--- src/rtl/pipeline_hazard_ctrl_pkg.sv ---
// Shared types for the pipeline sequencing controller.
// Control bundles and the common issue pattern live here.
package pipe_ctrl_pkg;

  typedef enum logic [1:0] {
    INIT,
    RUN,
    MEM_WAIT,
    ERROR
  } state_t;

  localparam logic [4:0] REG_ZERO = 5'd0;

  typedef struct packed {
    logic pc_en;
    logic ifid_en;
    logic idex_en;
    logic exmem_en;
    logic memwb_en;
    logic ifid_flush;
    logic idex_flush;
    logic exmem_flush;
    logic memwb_flush;
  } ctrl_t;

  localparam ctrl_t CTRL_INIT   = 9'b0_0000_1111;
  localparam ctrl_t CTRL_HALT   = 9'b0_0000_0000;
  localparam ctrl_t CTRL_FREEZE = 9'b0_0000_0001;
  localparam ctrl_t CTRL_GO     = 9'b1_1111_0000;

  // A squashed ID instruction cannot cause a load-use stall.
  function automatic ctrl_t issue_ctrl(
    input logic redirect,
    input logic load_use
  );
    ctrl_t c;
    c = CTRL_GO;
    if (redirect) begin
      c.ifid_flush = 1'b1;
      c.idex_flush = 1'b1;
    end else if (load_use) begin
      c.pc_en      = 1'b0;
      c.ifid_en    = 1'b0;
      c.idex_flush = 1'b1;
    end
    return c;
  endfunction

endpackage

--- src/rtl/pipeline_hazard_ctrl_load_use_detect.sv ---
// Load-use hazard comparator between the ID and EX stages.
// Shared with the forwarding unit.
module load_use_detect
  import pipe_ctrl_pkg::*;
(
  input  logic       ex_read_mode,
  input  logic [4:0] ex_rd,
  input  logic [4:0] id_rs,
  input  logic [4:0] id_rt,
  input  logic       id_uses_rs,
  input  logic       id_uses_rt,
  output logic       load_use
);

  logic rs_hit;
  logic rt_hit;

  assign rs_hit = id_uses_rs & (id_rs == ex_rd);
  assign rt_hit = id_uses_rt & (id_rt == ex_rd);

  assign load_use = ex_read_mode
                  & (ex_rd != REG_ZERO)
                  & (rs_hit | rt_hit);

endmodule

--- src/rtl/pipeline_hazard_ctrl.sv ---
// Pipeline sequencing controller: init drain, load-use,
// redirect and handshaked data-memory freeze with timeout.
module pipeline_hazard_ctrl
  import pipe_ctrl_pkg::*;
#(
  parameter int INIT_CYCLES = 4,
  parameter int MEM_TIMEOUT = 16,
  parameter int STALL_CNT_W = 16
) (
  input  logic                   clk,
  input  logic                   rst_n,
  input  logic [4:0]             id_rs,
  input  logic [4:0]             id_rt,
  input  logic                   id_uses_rs,
  input  logic                   id_uses_rt,
  input  logic                   ex_read_mode,
  input  logic [4:0]             ex_rd,
  input  logic                   ex_redirect,
  input  logic                   mem_chip_select,
  input  logic                   mem_ready,
  output logic                   pc_en,
  output logic                   ifid_en,
  output logic                   idex_en,
  output logic                   exmem_en,
  output logic                   memwb_en,
  output logic                   ifid_flush,
  output logic                   idex_flush,
  output logic                   exmem_flush,
  output logic                   memwb_flush,
  output logic                   busy,
  output logic                   mem_timeout,
  output logic [STALL_CNT_W-1:0] stall_cycles
);

  localparam int IW = $clog2(INIT_CYCLES + 1);
  localparam int WW = $clog2(MEM_TIMEOUT + 1);

  state_t          state;
  state_t          state_n;
  state_t          cur;
  logic [IW-1:0]   init_cnt;
  logic [IW-1:0]   init_cnt_n;
  logic [WW-1:0]   wait_cnt;
  logic [WW-1:0]   wait_cnt_n;
  logic            load_use;
  logic            mem_stall;
  logic            stall_inc;
  ctrl_t           ctrl;

  load_use_detect u_lud (
    .ex_read_mode (ex_read_mode),
    .ex_rd        (ex_rd),
    .id_rs        (id_rs),
    .id_rt        (id_rt),
    .id_uses_rs   (id_uses_rs),
    .id_uses_rt   (id_uses_rt),
    .load_use     (load_use)
  );

  assign mem_stall = mem_chip_select & ~mem_ready;

  // Reset is synchronous, but outputs show the INIT pattern while it is held.
  assign cur = rst_n ? state : INIT;

  always_comb begin
    state_n    = state;
    init_cnt_n = init_cnt;
    wait_cnt_n = wait_cnt;
    ctrl       = CTRL_HALT;
    unique case (cur)
      INIT: begin
        ctrl = CTRL_INIT;
        if (init_cnt == IW'(INIT_CYCLES - 1)) begin
          state_n    = RUN;
          init_cnt_n = '0;
        end else begin
          init_cnt_n = init_cnt + 1'b1;
        end
      end
      RUN: begin
        if (mem_stall) begin
          ctrl       = CTRL_FREEZE;
          state_n    = MEM_WAIT;
          wait_cnt_n = WW'(1);
        end else begin
          ctrl = issue_ctrl(ex_redirect, load_use);
        end
      end
      MEM_WAIT: begin
        if (mem_ready) begin
          ctrl       = issue_ctrl(ex_redirect, load_use);
          state_n    = RUN;
          wait_cnt_n = '0;
        end else begin
          ctrl = CTRL_FREEZE;
          if (wait_cnt == WW'(MEM_TIMEOUT - 1)) begin
            state_n = ERROR;
          end else begin
            wait_cnt_n = wait_cnt + 1'b1;
          end
        end
      end
      ERROR: ctrl = CTRL_HALT;
      default: ctrl = CTRL_HALT;
    endcase
  end

  assign stall_inc = ((cur == RUN) || (cur == MEM_WAIT))
                   & ~ctrl.pc_en
                   & (stall_cycles != '1);

  always_ff @(posedge clk) begin
    if (!rst_n) begin
      state        <= INIT;
      init_cnt     <= '0;
      wait_cnt     <= '0;
      stall_cycles <= '0;
    end else begin
      state    <= state_n;
      init_cnt <= init_cnt_n;
      wait_cnt <= wait_cnt_n;
      if (stall_inc) begin
        stall_cycles <= stall_cycles + 1'b1;
      end
    end
  end

  assign pc_en       = ctrl.pc_en;
  assign ifid_en     = ctrl.ifid_en;
  assign idex_en     = ctrl.idex_en;
  assign exmem_en    = ctrl.exmem_en;
  assign memwb_en    = ctrl.memwb_en;
  assign ifid_flush  = ctrl.ifid_flush;
  assign idex_flush  = ctrl.idex_flush;
  assign exmem_flush = ctrl.exmem_flush;
  assign memwb_flush = ctrl.memwb_flush;
  assign busy        = (cur != RUN);
  assign mem_timeout = (cur == ERROR);

endmodule

--- config.mk ---
export PLATFORM = sky130hd
export DESIGN_NAME = pipeline_hazard_ctrl
export DESIGN_NICKNAME = d
export VERILOG_FILES = /design/src/rtl/pipeline_hazard_ctrl_pkg.sv /design/src/rtl/pipeline_hazard_ctrl_load_use_detect.sv /design/src/rtl/pipeline_hazard_ctrl.sv
export SDC_FILE = /design/constraint.sdc
export NUM_CORES = 1
export LEC_CHECK = 0
export BUFFER_PORTS_ARGS = -buffer_cell sky130_fd_sc_hd__buf_4
export CAP_MARGIN = 40
export CORE_ASPECT_RATIO = 0.8
export CORE_MARGIN = 1.5
export CORE_UTILIZATION = 46
export DETAILED_ROUTE_END_ITERATION = 16
export PLACE_DENSITY = 0.75
export SLEW_MARGIN = 5
export SYNTH_ARGS = -nofsm -noshare
export SYNTH_HDL_FRONTEND = slang
export SYNTH_SLANG_ARGS = --single-unit
--- constraint.sdc ---
create_clock -name clk -period 1.9 [get_ports clk]
set_clock_uncertainty 0.1 [all_clocks]
set_input_delay 0.19 -clock clk [delete_from_list [all_inputs] [get_ports clk]]
set_output_delay 0.19 -clock clk [all_outputs]
set_load 0.02 [all_outputs]
==> results.cfg <==
[critical_path]
worstSetupEndpointType = flip-flop
required_ps = 1950
r2r-start = stall_cycles[0]
critPathArrivalTime_ps = 2060
cp-start-kind = flip-flop
path_class = reg2reg
crit_fanout = 5
critPathLaunch = stall_cycles[0]

[detailed_routing]
drtPass1Iterations = 4
antenna_left = 0
vias = 1776
drcViolationCount = 0
wl_um = 5010
route.detailed.wl_per_inst_um = 15.0
avgViaCountPerCell = 5.30
drt-initial-drc-count = 61

[clocking]
postCtsHoldBufs = 0
clock_latency_ps = 260
ctsRootBufferMaster = clkbuf_8
cts.htree.levels = 1
cts.path.max_buffers = 2
cts_tree = built
numClockSinks = 26
cts_buffers = 3
clkTransAtPathRegs_ps = 90

[synthesis]
ys_types = 41
yosys.area.top_type_share_pct = 32.2
syn-num-nets = 224
synth_warnings = 0
netlist_top_cells_area = dfxtp_1 (32%), ha_1 (7.7%), xnor2_1 (7.6%), nor2_1 (5.6%), xor2_1 (4.3%)
async_flop_share_pct = 0
syn_area_per_cell_um2 = 8.47
yosysTopAreaCell = dfxtp_1
synthTopCellsByCount = dfxtp_1 (26), nor2_1 (24), xnor2_1 (14)
ys_ff_latch = 26
synth_ff_type = dfxtp_1
syn_inst = 191
synth_edf_count = 0
yosys.cell_count.top_type = dfxtp_1
syn_area_um2 = 1620
seq_area_frac_synth_pct = 32.2

[cells_and_area]
instances_no_fill = 335
syn2layout_area_growth_pct = 73.9
num_antenna_cells = 0
drive_gt1_share_pct = 57.7
ff_latch_area_um2 = 547
multiInputGateArea_um2 = 1250
nNetsFinal = 327
nFillCells = 208

[floorplanning]
core_region_area_um2 = 3400
start_util_pct = 47.6
die-area_um2 = 3880
die_x_um = 69.3
dieHeight_um = 56.0
io_pins = 50
core.rowCount = 19

[grt]
grt_pass1_vias = 1705
antenna_found_initial = 0
overflow = 0
grt_usage_pct = 22.9
grt_pass1_wl_um = 7430
grt_max_degree = 23

[timing]
finalHoldViolCount = 0
rsz0062_at_grt = true
worst_slew_pin_slew_ps = 347
setup_ws_ps = -107
hold-worst-slack_ps = 233
setup_viol_count_final = 21
fmax_mhz = 498
max_slew_margin_pct = 76.6
slew_viol_final = 0
min_period_over_period_pct = 106
min_period_ps = 2010

[place]
gp_congestion = 0.850
dp_hpwl_um = 2960
dp_cells = 313
port_buffers = 49

[hold_path]
hold_start = mem_ready
hold_class = in2reg

[power]
vdd_drop_max_mv = 0.372
p_leak_nw = 1.17
power_density_nw_per_um2 = 471

[status]
status = complete, but fails checks
violations = setup timing

[job]
drv_cap = 0
## metrics by stage
stage               worst slack (ps)  utilization, %  setup TNS (ps)  area [um2]  power, mW
floorplan                      -80.9               -            -704        1680      0.754
global placement                -255            68.6           -3550        2330      0.877
detailed placement              -332            68.6           -4530        2330      0.889
CTS                            -71.8            76.2            -606        2590       1.27
global route                    -198            82.7           -3200        2810       1.39
finish                          -107            82.7           -1340        2810       1.33
## registers in the layout, summed over array words and instances, names as in the netlist
signal	flops
stall_cycles	16
state	2
wait_cnt	5
init_cnt	3
## layout by cell type, fill, tap and decap left out, types with 2 or more instances in the layout
cell type	n
buf_4	85
nor2_1	22
buf_6	20
dfxtp_1	15
xnor2_1	13
a21oi_1	11
nand2_1	9
inv_1	7
xor2_1	7
dfxtp_2	6
nor4_2	5
a21o_1	5
nand4_1	5
nand3_1	5
nor3_2	5
ha_4	5
dfxtp_4	5
nand2_4	4
o21ai_0	4
clkbuf_8	4
nor3_1	3
nand2b_1	3
ha_1	3
inv_2	2
and3_1	2
o21ai_2	2
o21ai_4	2
nor3b_4	2
or2_2	2
mux2i_1	2
ha_2	2
## worst paths after layout
| check | end | slack [ps] | cells past startpoint |
|---|---|---|---|
| worst max-delay path | stall_cycles[13] | -110 | 8 |
| worst min-delay path | wait_cnt[0] | 230 | 4 |
| worst max register to register | stall_cycles[13] | -110 | 8 |
| worst min register to register | init_cnt[2] | 350 | 2 |
## routing by layer
metal | global-route usage (%) | share of wire (%) | up-vias
li1 | - | - | 872
met1 | 28.5 | 43 | 834
met2 | 40.8 | 50 | 62
met3 | 3.44 | 4.9 | 8
met4 | 7.28 | 1.7 | 0
met5 | 0 | 0 | -
## logic make-up (layout without fill, tap and decap cells)
kind of cell               count (synthesis)  in the layout  share of synthesized area, %
AOI/OAI and AO/OA                         33             33                          13.1
xor gates and xnor gates                  22             22                          11.9
adders and majority gates                 10             10                          7.73
buffers and inverters                     17            119                          5.34
DFF                                       26             26                          32.2
muxes                                      3              3                          1.93
and+or+nand+nor                           80             80                          27.8
## where the power goes
| part | internal, mW | switching (mW) | total, mW | leakage, nW |
|---|---|---|---|---|
| registers | 0.562 | 0.0162 | 0.578 | 0.217 |
| logic | 0.206 | 0.194 | 0.400 | 0.924 |
| clock network | 0.185 | 0.162 | 0.347 | 0.0288 |
## area by class of cell
cell class                      instances  area share (%)
Timing Repair Buffer                  105            30.7
Inverter                               10            1.42
Sequential cell                        26            19.4
Multi-Input combinational cell        148            44.6
Clock buffer                            4            1.96
Tap cell                               42            1.87
## timing repair
item / CTS / global route
resized for setup: 36 / 35
pin swaps: 15 / 15
setup buffers: 8 / 10
endpoints found under the setup margin: 21 / 23
cloned: 0 / 0
## critical path, cell delays in order (launching register included)
cell and delay [ps]:
dfxtp_4 360, ha_4 130, nand4_1 160, or4_4 490, o21ai_4 210, buf_6 170, nor3_2 50, xnor2_1 150
nor2_1 70
Note: power is estimated with default switching activity, not from simulation.
